### config.mk
export PLATFORM = sky130hd
export DESIGN_NAME = dtcm_arbiter_flat
export DESIGN_NICKNAME = d
export VERILOG_FILES = /design/src/rtl/dtcm_arbiter_pkg.sv /design/src/rtl/dtcm_arbiter_if.sv /design/src/rtl/dtcm_arb_starve_cnt.sv /design/src/rtl/dtcm_arbiter.sv /design/src/flat_wrapper.sv
export SDC_FILE = /design/constraint.sdc
export NUM_CORES = 1
export LEC_CHECK = 0
export CAP_MARGIN = 5
export CORE_AREA = 2 2 145 147
export DETAILED_ROUTE_END_ITERATION = 8
export DIE_AREA = 0 0 147 149
export GPL_TIMING_DRIVEN = 0
export SYNTH_ARGS = -nofsm -noshare
export SYNTH_HDL_FRONTEND = slang
export SYNTH_SLANG_ARGS = --single-unit
### constraint.sdc
create_clock -name clk -period 2.2 [get_ports clk]
set_clock_uncertainty 0.15 [all_clocks]
set_input_delay 0.44 -clock clk [delete_from_list [all_inputs] [get_ports clk]]
set_output_delay 0.44 -clock clk [all_outputs]
set_load 0.05 [all_outputs]
### src/rtl/dtcm_arbiter_pkg.sv
// Shared encodings for the DTCM arbiter slice.
// Requester ids, FSM states and the full-word byte strobe.
package dtcm_arbiter_pkg;

    typedef enum logic [1:0] {
        RID_NONE  = 2'd0,
        RID_DATA  = 2'd1,
        RID_INSTR = 2'd2,
        RID_DMA   = 2'd3
    } rid_e;

    typedef enum logic {
        ST_ARB  = 1'b0,
        ST_LOCK = 1'b1
    } state_e;

    localparam logic [3:0] STRB_FULL = 4'hF;

endpackage

### src/rtl/dtcm_arbiter_if.sv
// DTCM bus bundle: three requester ports plus the SRAM port.
// Modports: slave = arbiter side, master = requesters/memory side.
interface dtcm_arbiter_if #(
    parameter int ADDR_WIDTH = 32,
    parameter int DATA_WIDTH = 32
);
    logic                    data_req;
    logic                    data_ready;
    logic                    data_rd0_wr1;
    logic [3:0]              data_byte_strobe;
    logic [ADDR_WIDTH-1:0]   data_addr;
    logic [DATA_WIDTH-1:0]   data_wdata;
    logic [DATA_WIDTH-1:0]   data_rdata;
    logic                    data_rdata_valid;

    logic                    instr_req;
    logic                    instr_ready;
    logic [ADDR_WIDTH-1:0]   instr_addr;
    logic [DATA_WIDTH-1:0]   instr_rdata;
    logic                    instr_rdata_valid;

    logic                    dma_req;
    logic                    dma_ready;
    logic                    dma_rd0_wr1;
    logic [ADDR_WIDTH-1:0]   dma_addr;
    logic [DATA_WIDTH-1:0]   dma_wdata;
    logic [DATA_WIDTH-1:0]   dma_rdata;
    logic                    dma_rdata_valid;
    logic                    dma_lock;

    logic                    mem_en;
    logic                    mem_wen;
    logic [3:0]              mem_byte_strobe;
    logic [ADDR_WIDTH-1:0]   mem_addr;
    logic [DATA_WIDTH-1:0]   mem_wdata;
    logic [DATA_WIDTH-1:0]   mem_rdata;

    modport slave (
        input  data_req, data_rd0_wr1, data_byte_strobe, data_addr, data_wdata,
        output data_ready, data_rdata, data_rdata_valid,
        input  instr_req, instr_addr,
        output instr_ready, instr_rdata, instr_rdata_valid,
        input  dma_req, dma_rd0_wr1, dma_addr, dma_wdata, dma_lock,
        output dma_ready, dma_rdata, dma_rdata_valid,
        output mem_en, mem_wen, mem_byte_strobe, mem_addr, mem_wdata,
        input  mem_rdata
    );

    modport master (
        output data_req, data_rd0_wr1, data_byte_strobe, data_addr, data_wdata,
        input  data_ready, data_rdata, data_rdata_valid,
        output instr_req, instr_addr,
        input  instr_ready, instr_rdata, instr_rdata_valid,
        output dma_req, dma_rd0_wr1, dma_addr, dma_wdata, dma_lock,
        input  dma_ready, dma_rdata, dma_rdata_valid,
        input  mem_en, mem_wen, mem_byte_strobe, mem_addr, mem_wdata,
        output mem_rdata
    );
endinterface

### src/rtl/dtcm_arb_starve_cnt.sv
// Saturating wait counter for one core port with a limit compare.
// Ports: clk, rstn, req, grant, freeze in; starving out.
module dtcm_arb_starve_cnt #(
    parameter int LIMIT = 4
) (
    input  logic clk,
    input  logic rstn,
    input  logic req,
    input  logic grant,
    input  logic freeze,
    output logic starving
);
    logic [3:0] cnt;

    always_ff @(posedge clk or negedge rstn) begin
        if (!rstn) begin
            cnt <= 4'd0;
        end else if (!freeze) begin
            if (!req || grant) begin
                cnt <= 4'd0;
            end else if (cnt != 4'hF) begin
                cnt <= cnt + 4'd1;
            end
        end
    end

    assign starving = (cnt >= 4'(LIMIT));
endmodule

### src/rtl/dtcm_arbiter.sv
// Single-port DTCM arbiter: DMA > data > instr, DMA lock, read return.
// Ports: clk, rstn, bus (slave). Optional guard: DTCM_ARB_STARVE_EN.
module dtcm_arbiter
    import dtcm_arbiter_pkg::*;
#(
    parameter int ADDR_WIDTH   = 32,
    parameter int DATA_WIDTH   = 32,
    parameter int STARVE_LIMIT = 4
) (
    input logic           clk,
    input logic           rstn,
    dtcm_arbiter_if.slave bus
);
    if (STARVE_LIMIT < 1 || STARVE_LIMIT > 15) begin : g_lim_chk
        $error("STARVE_LIMIT out of range 1..15");
    end

    state_e state, state_nxt;
    rid_e   rd_id;
    logic   g_data, g_instr, g_dma;
    logic   starve_data, starve_instr;

    logic [ADDR_WIDTH-1:0] addr_q, addr_mux;
    logic [DATA_WIDTH-1:0] wdata_q, wdata_mux;
    logic [3:0]            strb_q, strb_mux;
    logic                  wen_mux;

`ifdef DTCM_ARB_STARVE_EN
    logic lock_st;
    assign lock_st = (state == ST_LOCK);

    dtcm_arb_starve_cnt #(.LIMIT(STARVE_LIMIT)) u_cnt_data (
        .clk      (clk),
        .rstn     (rstn),
        .req      (bus.data_req),
        .grant    (g_data),
        .freeze   (lock_st),
        .starving (starve_data)
    );

    dtcm_arb_starve_cnt #(.LIMIT(STARVE_LIMIT)) u_cnt_instr (
        .clk      (clk),
        .rstn     (rstn),
        .req      (bus.instr_req),
        .grant    (g_instr),
        .freeze   (lock_st),
        .starving (starve_instr)
    );
`else
    assign starve_data  = 1'b0;
    assign starve_instr = 1'b0;
`endif

    always_ff @(posedge clk or negedge rstn) begin
        if (!rstn) state <= ST_ARB;
        else       state <= state_nxt;
    end

    always_comb begin
        state_nxt = state;
        g_data    = 1'b0;
        g_instr   = 1'b0;
        g_dma     = 1'b0;
        unique case (state)
            ST_ARB: begin
                // A starving core port jumps ahead of the DMA.
                if (starve_data && bus.data_req)        g_data  = 1'b1;
                else if (starve_instr && bus.instr_req) g_instr = 1'b1;
                else if (bus.dma_req)                   g_dma   = 1'b1;
                else if (bus.data_req)                  g_data  = 1'b1;
                else if (bus.instr_req)                 g_instr = 1'b1;
                if (g_dma && bus.dma_lock) state_nxt = ST_LOCK;
            end
            ST_LOCK: begin
                g_dma = bus.dma_req;
                if (!bus.dma_lock) state_nxt = ST_ARB;
            end
        endcase
    end

    // Without a grant the memory address/data/strobe hold their last values.
    always_comb begin
        addr_mux  = addr_q;
        wdata_mux = wdata_q;
        strb_mux  = strb_q;
        wen_mux   = 1'b0;
        unique case (1'b1)
            g_dma: begin
                addr_mux  = bus.dma_addr;
                wdata_mux = bus.dma_wdata;
                strb_mux  = STRB_FULL;
                wen_mux   = bus.dma_rd0_wr1;
            end
            g_data: begin
                addr_mux  = bus.data_addr;
                wdata_mux = bus.data_wdata;
                strb_mux  = bus.data_byte_strobe;
                wen_mux   = bus.data_rd0_wr1;
            end
            g_instr: begin
                addr_mux  = bus.instr_addr;
                strb_mux  = STRB_FULL;
            end
            default: ;
        endcase
    end

    always_ff @(posedge clk or negedge rstn) begin
        if (!rstn) begin
            addr_q  <= '0;
            wdata_q <= '0;
            strb_q  <= '0;
        end else begin
            addr_q  <= addr_mux;
            wdata_q <= wdata_mux;
            strb_q  <= strb_mux;
        end
    end

    always_ff @(posedge clk or negedge rstn) begin
        if (!rstn)                           rd_id <= RID_NONE;
        else if (g_dma && !bus.dma_rd0_wr1)  rd_id <= RID_DMA;
        else if (g_data && !bus.data_rd0_wr1) rd_id <= RID_DATA;
        else if (g_instr)                    rd_id <= RID_INSTR;
        else                                 rd_id <= RID_NONE;
    end

    assign bus.data_ready  = g_data;
    assign bus.instr_ready = g_instr;
    assign bus.dma_ready   = g_dma;

    assign bus.mem_en          = g_data | g_instr | g_dma;
    assign bus.mem_wen         = wen_mux;
    assign bus.mem_addr        = addr_mux;
    assign bus.mem_wdata       = wdata_mux;
    assign bus.mem_byte_strobe = strb_mux;

    assign bus.data_rdata  = bus.mem_rdata;
    assign bus.instr_rdata = bus.mem_rdata;
    assign bus.dma_rdata   = bus.mem_rdata;

    assign bus.data_rdata_valid  = (rd_id == RID_DATA);
    assign bus.instr_rdata_valid = (rd_id == RID_INSTR);
    assign bus.dma_rdata_valid   = (rd_id == RID_DMA);
endmodule

### src/flat_wrapper.sv
// flat-port wrapper written by rule: the top's interface ports become plain ports
module dtcm_arbiter_flat import dtcm_arbiter_pkg::*;
#(
    parameter int ADDR_WIDTH   = 32,
    parameter int DATA_WIDTH   = 32,
    parameter int STARVE_LIMIT = 4
)
  (clk, rstn, bus_data_req, bus_data_rd0_wr1, bus_data_byte_strobe, bus_data_addr, bus_data_wdata, bus_data_ready, bus_data_rdata, bus_data_rdata_valid, bus_instr_req, bus_instr_addr, bus_instr_ready, bus_instr_rdata, bus_instr_rdata_valid, bus_dma_req, bus_dma_rd0_wr1, bus_dma_addr, bus_dma_wdata, bus_dma_lock, bus_dma_ready, bus_dma_rdata, bus_dma_rdata_valid, bus_mem_en, bus_mem_wen, bus_mem_byte_strobe, bus_mem_addr, bus_mem_wdata, bus_mem_rdata);
  dtcm_arbiter_if #(.ADDR_WIDTH(ADDR_WIDTH), .DATA_WIDTH(DATA_WIDTH)) bus_i ();
  input logic clk;
  input logic rstn;
  input wire logic [$bits(bus_i.data_req)-1:0] bus_data_req;
  input wire logic [$bits(bus_i.data_rd0_wr1)-1:0] bus_data_rd0_wr1;
  input wire logic [$bits(bus_i.data_byte_strobe)-1:0] bus_data_byte_strobe;
  input wire logic [$bits(bus_i.data_addr)-1:0] bus_data_addr;
  input wire logic [$bits(bus_i.data_wdata)-1:0] bus_data_wdata;
  output wire logic [$bits(bus_i.data_ready)-1:0] bus_data_ready;
  output wire logic [$bits(bus_i.data_rdata)-1:0] bus_data_rdata;
  output wire logic [$bits(bus_i.data_rdata_valid)-1:0] bus_data_rdata_valid;
  input wire logic [$bits(bus_i.instr_req)-1:0] bus_instr_req;
  input wire logic [$bits(bus_i.instr_addr)-1:0] bus_instr_addr;
  output wire logic [$bits(bus_i.instr_ready)-1:0] bus_instr_ready;
  output wire logic [$bits(bus_i.instr_rdata)-1:0] bus_instr_rdata;
  output wire logic [$bits(bus_i.instr_rdata_valid)-1:0] bus_instr_rdata_valid;
  input wire logic [$bits(bus_i.dma_req)-1:0] bus_dma_req;
  input wire logic [$bits(bus_i.dma_rd0_wr1)-1:0] bus_dma_rd0_wr1;
  input wire logic [$bits(bus_i.dma_addr)-1:0] bus_dma_addr;
  input wire logic [$bits(bus_i.dma_wdata)-1:0] bus_dma_wdata;
  input wire logic [$bits(bus_i.dma_lock)-1:0] bus_dma_lock;
  output wire logic [$bits(bus_i.dma_ready)-1:0] bus_dma_ready;
  output wire logic [$bits(bus_i.dma_rdata)-1:0] bus_dma_rdata;
  output wire logic [$bits(bus_i.dma_rdata_valid)-1:0] bus_dma_rdata_valid;
  output wire logic [$bits(bus_i.mem_en)-1:0] bus_mem_en;
  output wire logic [$bits(bus_i.mem_wen)-1:0] bus_mem_wen;
  output wire logic [$bits(bus_i.mem_byte_strobe)-1:0] bus_mem_byte_strobe;
  output wire logic [$bits(bus_i.mem_addr)-1:0] bus_mem_addr;
  output wire logic [$bits(bus_i.mem_wdata)-1:0] bus_mem_wdata;
  input wire logic [$bits(bus_i.mem_rdata)-1:0] bus_mem_rdata;
  assign bus_i.data_req = bus_data_req;
  assign bus_i.data_rd0_wr1 = bus_data_rd0_wr1;
  assign bus_i.data_byte_strobe = bus_data_byte_strobe;
  assign bus_i.data_addr = bus_data_addr;
  assign bus_i.data_wdata = bus_data_wdata;
  assign bus_data_ready = bus_i.data_ready;
  assign bus_data_rdata = bus_i.data_rdata;
  assign bus_data_rdata_valid = bus_i.data_rdata_valid;
  assign bus_i.instr_req = bus_instr_req;
  assign bus_i.instr_addr = bus_instr_addr;
  assign bus_instr_ready = bus_i.instr_ready;
  assign bus_instr_rdata = bus_i.instr_rdata;
  assign bus_instr_rdata_valid = bus_i.instr_rdata_valid;
  assign bus_i.dma_req = bus_dma_req;
  assign bus_i.dma_rd0_wr1 = bus_dma_rd0_wr1;
  assign bus_i.dma_addr = bus_dma_addr;
  assign bus_i.dma_wdata = bus_dma_wdata;
  assign bus_i.dma_lock = bus_dma_lock;
  assign bus_dma_ready = bus_i.dma_ready;
  assign bus_dma_rdata = bus_i.dma_rdata;
  assign bus_dma_rdata_valid = bus_i.dma_rdata_valid;
  assign bus_mem_en = bus_i.mem_en;
  assign bus_mem_wen = bus_i.mem_wen;
  assign bus_mem_byte_strobe = bus_i.mem_byte_strobe;
  assign bus_mem_addr = bus_i.mem_addr;
  assign bus_mem_wdata = bus_i.mem_wdata;
  assign bus_i.mem_rdata = bus_mem_rdata;
  dtcm_arbiter #(.ADDR_WIDTH(ADDR_WIDTH), .DATA_WIDTH(DATA_WIDTH), .STARVE_LIMIT(STARVE_LIMIT)) u_core (.clk(clk), .rstn(rstn), .bus(bus_i));
endmodule
======== After elaboration in Yosys (flattened, before gate mapping) ========
Cells that the tools add are included.
storage, ports and cells
  input port bits ......................... 204
  word-level logic and storage cells ...... 37
  output and inout port bits .............. 172
  flip-flop bits (word level) ............. 71
operators by class
  bitwise operators ....................... 3
  equal/unequal tests ..................... 3
  multiplexer cells ....................... 20
  reductions and logical operators ........ 6
operator list
  cell                count
  $pmux 32 s3         1
  $pmux 32 s2         1
  $mux 1              11
  $pmux 4 s2          1
  $mux 2              3
  $pmux 1 s2          3
  $eq 2x2->1 const B  2
  $logic_and 1x1->1   3
  $eq 2x1->1 const B  1
  $logic_not 1->1     2
  $or 1x1->1          2
  $reduce_or 2->1     1
  $not 1->1           1

======== Longest topological paths before layout ========
  depth after elaboration ................. 7
  depth in mapped cells ................... 6
  depth with buffers taken out ............ 3

======== Least setup slack after synthesis ========
Ideal clock, no wire load.
  kind .................................... input port to output port
  start point ............................. in bus_data_req
  end point ............................... out bus_mem_addr[26]
  data required time ...................... 1610 ps
  data arrival time ....................... 2343 ps
  stages .................................. 4
  path slack .............................. -733 ps
  buffers on the path ..................... 1
  cell sequence ........................... buf_2 > nor4b_4 > nand2_1 > a41oi_1
between the ends
  longest elaborated chain between the ends .. 4
  elaborated cells between the ends (all ways) .. 7
  those cells by class .................... 7 x mux
RTL lines
  item                 RTL line            RTL
  start, declared      flat_wrapper.sv:12  input wire logic [$bits(bus_i.data_req)-1:0] bus_data_req;
  $mux 1               dtcm_arbiter.sv:70  else if (bus.data_req) g_data = 1'b1;
  $mux 1               dtcm_arbiter.sv:69  else if (bus.dma_req) g_dma = 1'b1;
  $mux 1               dtcm_arbiter.sv:64  unique case (state)
  via bus_instr_ready  flat_wrapper.sv:22  output wire logic [$bits(bus_i.instr_ready)-1:0] bus_instr_ready;
  $pmux 32 s3          dtcm_arbiter.sv:87  unique case (1'b1)
  end, declared        flat_wrapper.sv:36  output wire logic [$bits(bus_i.mem_addr)-1:0] bus_mem_addr;
The timed path passes the listed nets, and every way through them passes these cells.

======== Final worst setup path ========
  start point ............................. reg u_core.state
  end point ............................... out bus_mem_wdata[8]
between the ends
  longest elaborated chain between the ends .. 3
  elaborated cells between the ends (all ways) .. 4
  those cells by class .................... 3 x mux; 1 x bitwise
RTL lines
  item                    RTL line            RTL
  start, declared         dtcm_arbiter.sv:18  state_e state, state_nxt;
  start signal, assigned  dtcm_arbiter.sv:56  else state <= state_nxt;
  $not 1->1               n/a
  $pmux 1 s2              dtcm_arbiter.sv:64
  $pmux 32 s2 (*)         dtcm_arbiter.sv:87
  end, declared           flat_wrapper.sv:37  output wire logic [$bits(bus_i.mem_wdata)-1:0] bus_mem_wdata;
Every way passes the cells marked *; elsewhere a longest branch is shown, timed or not.

==> impl_metrics.toml <==
[layout]
regArea_um2 = 1777
drive_gt1_share_pct = 41.52
final_common_cell = "clkdlybuf4s50_1"
n_fill_cell = 1969
final_cell_count_no_fill = 1196
multi_input_comb_area_um2 = 2586
final_cell_mix = "263 x clkdlybuf4s50_1, 134 x buf_4, 77 x buf_6"
post-route-util_pct = 49.53
nets = 1119
synthToLayoutAreaGrowth_pct = 120.2

[sta]
layout_min_cycle_time_ns = 2.417
slew_headroom_pct = 48.48
fmax_ghz = 0.4138
finalCritPeriodShare_pct = 109.9
setup_slack_ns = -0.2169
drv_slew = 0
grt_setup_unrepaired = "true"
tightest_slew_ns = 0.7729
tns_ns = -10.15
hold_viol = 0
setup_viol = 69

[clocking]
clk_latency_ns = 0.34
cts_htree_levels = 3
cts.sinks = 71
cts.clk_slew.worst_paths_ns = 0.06
clockBufferDepth = 2
numCtsBuffers = 9
cts_tree = "built"
cts-root-buf = "clkbuf_16"

[placed_design]
gp_congestion = 0.7611
io_buffers = 343
dpl.hpwl_um = 15340
dp_cells = 1135

[die]
die_h_um = 149
row_count = 53
start_util_pct = 22.50
die_w_um = 147
die_area_um2 = 21900
num_io_pins = 376
core_area_um2 = 20560

[global_routing]
antenna_found_initial = 2
grt_max_degree = 42
grt_pass1_vias = 5147
grt.total_usage_pct = 18.09
gr-total-overflow = 0
grt_pass1_wl_um = 30200

[run_status]
outcome = "complete, but fails checks"
violations = "negative setup slack"

[synth]
syn_nets = 720
yosys_warnings = 0
synthCells = 516
async_flop_share_pct = 100.0
seq_area_frac_synth_pct = 38.42
synthTopCellsByArea = "dfrtp_1 38%, buf_4 17%, mux2i_1 6.9%, a21oi_1 5.7%, nand2_1 5.4%"
synth-xor-area-share_pct = 0
synthAdderAreaFrac_pct = 0
synth_compound_area_share_pct = 15.83
syn_area_um2 = 4624
avgSynthCellArea_um2 = 8.962
yosys.area.top_type_share_pct = 38.42
synth_top_flop_cell = "dfrtp_1"
ys_types = 27
synth_top_family_by_area = "buffers and inverters"
synth-edff-count = 0
synthMuxAreaShare_pct = 6.926
ys_ff_latch = 71
synth-simple-area-share_pct = 18.51
yosys.area.top_type = "dfrtp_1"

[routing]
totalWireLength_um = 20560
drt_iter0_drc = 117
viasPerCell = 4.221
postRouteAntennaNets = 0
num_vias = 5048
drc = 0
drt-pass1-iter-count = 4
wire_per_inst_um = 17.19

[worst_setup_path]
endpoint_kind = "primary output"
crit_path_max_fanout = 6
worstPathRequired_ns = 1.61
arrival_ns = 1.83
start_kind = "register"
path_class = "register to primary output"

[power]
p_per_area_nw_per_um2 = 571.9
total_power_w = 0.005823
p_leak_nw = 4.401
peakVddDrop_mv = 0.3387

[run]
drv_cap = 0

[hold_path]
hold_path_class = "register to register"
final timing paths:
check	startpoint	end	slack [ns]	cells after the start
max in group asynchronous	rstn	u_core.addr_q[1]$_DFF_PN0_	0.84	3
worst min-delay path	u_core.strb_q[2]$_DFF_PN0_	u_core.strb_q[2]$_DFF_PN0_	0.38	2
worst max register to register	u_core.state$_DFF_PN0_	u_core.addr_q[4]$_DFF_PN0_	0.50	8
worst max-delay path	u_core.state$_DFF_PN0_	bus_mem_wdata[8]	-0.22	7
worst min register to register	u_core.strb_q[2]$_DFF_PN0_	u_core.strb_q[2]$_DFF_PN0_	0.38	2
min in group asynchronous	rstn	u_core.wdata_q[12]$_DFF_PN0_	0.45	2
power breakdown:
| part | internal, W | leakage, nW | total, W | switching, W |
|---|---|---|---|---|
| sequential | 0.00143 | 0.833 | 0.00149 | 0.0000575 |
| clock | 0.000985 | 0.155 | 0.00160 | 0.000614 |
| combinational | 0.00124 | 3.41 | 0.00273 | 0.00150 |
kinds of logic (layout without fill, tap and decap cells):
kind of cell / after synthesis / after routing
buffers and inverters: 133 / 537
and+or+nand+nor: 155 / 155
muxes: 32 / 32
DFF: 71 / 71
other: 0 / 1
AOI/OAI and AO/OA: 125 / 125
per-stage QoR:
stage / cell area [um2] / setup slack (ns) / hold slack (ns)
after floorplan: 4961 / -0.3932 / -0.005591
after global placement: 8738 / -2.339 / 0.3354
after detailed placement: 8763 / -1.756 / 0.2781
after CTS: 9738 / -0.2562 / 0.3784
after global routing: 10180 / -0.3280 / 0.4048
final: 10180 / -0.2169 / 0.3824
final cells by class:
cell class / instances / share of cell area [%]
clock inverters: 7 / 0.8602
flip-flops and latches: 71 / 17.45
repair buffers: 388 / 39.28
diodes: 1 / 0.02458
plain buffers: 133 / 11.39
well taps: 275 / 3.379
clock buffers: 9 / 2.212
multi-input cells: 312 / 25.40
flip-flops by register name, indices dropped and copies added, names as in the netlist:
register        count
u_core.state        1
u_core.strb_q       4
u_core.addr_q      32
u_core.wdata_q     32
u_core.rd_id        2
critical path, stage by stage, from the launching register on:
cell       delay [ns]
dfrtp_1          0.38
buf_6            0.13
nand2b_4         0.15
buf_6            0.13
clkbuf_16        0.15
mux2i_2          0.17
o21ai_2          0.18
buf_6            0.18
Yosys cell counts, types with 2 or more instances:
| library cell | instances |
|---|---|
| o31ai_1 | 10 |
| nor2b_1 | 25 |
| a21o_1 | 22 |
| and2_1 | 2 |
| buf_6 | 5 |
| dfrtp_1 | 71 |
| nor2_1 | 10 |
| nand2b_1 | 17 |
| buf_1 | 2 |
| o21ai_1 | 18 |
| nand3b_1 | 22 |
| o22ai_1 | 4 |
| buf_4 | 102 |
| clkbuf_1 | 10 |
| buf_2 | 13 |
| nand2_1 | 66 |
| mux2i_1 | 32 |
| o21ai_0 | 15 |
| or3b_1 | 10 |
| a21oi_1 | 53 |
per-layer routing:
metal | GRT usage (%) | routed length [um] | part of all wire, %
met1 | 21.34 | 8246 | 40
met2 | 32.44 | 10520 | 51
met3 | 4.557 | 1409 | 6.9
met4 | 5.577 | 372 | 1.8
met5 | 0 | 12 | 0.058
what timing repair did:
action / 4_1_cts / 5_1_grt
setup endpoints to repair: 96 / 72
cloned: 3 / 3
hold buffers: 1 / 0
pin swaps: 33 / 31
setup buffers: 18 / 20
resized for setup: 634 / 52
hold endpoints to repair: 30 / 0
Note: power is estimated with default switching activity, not from simulation.
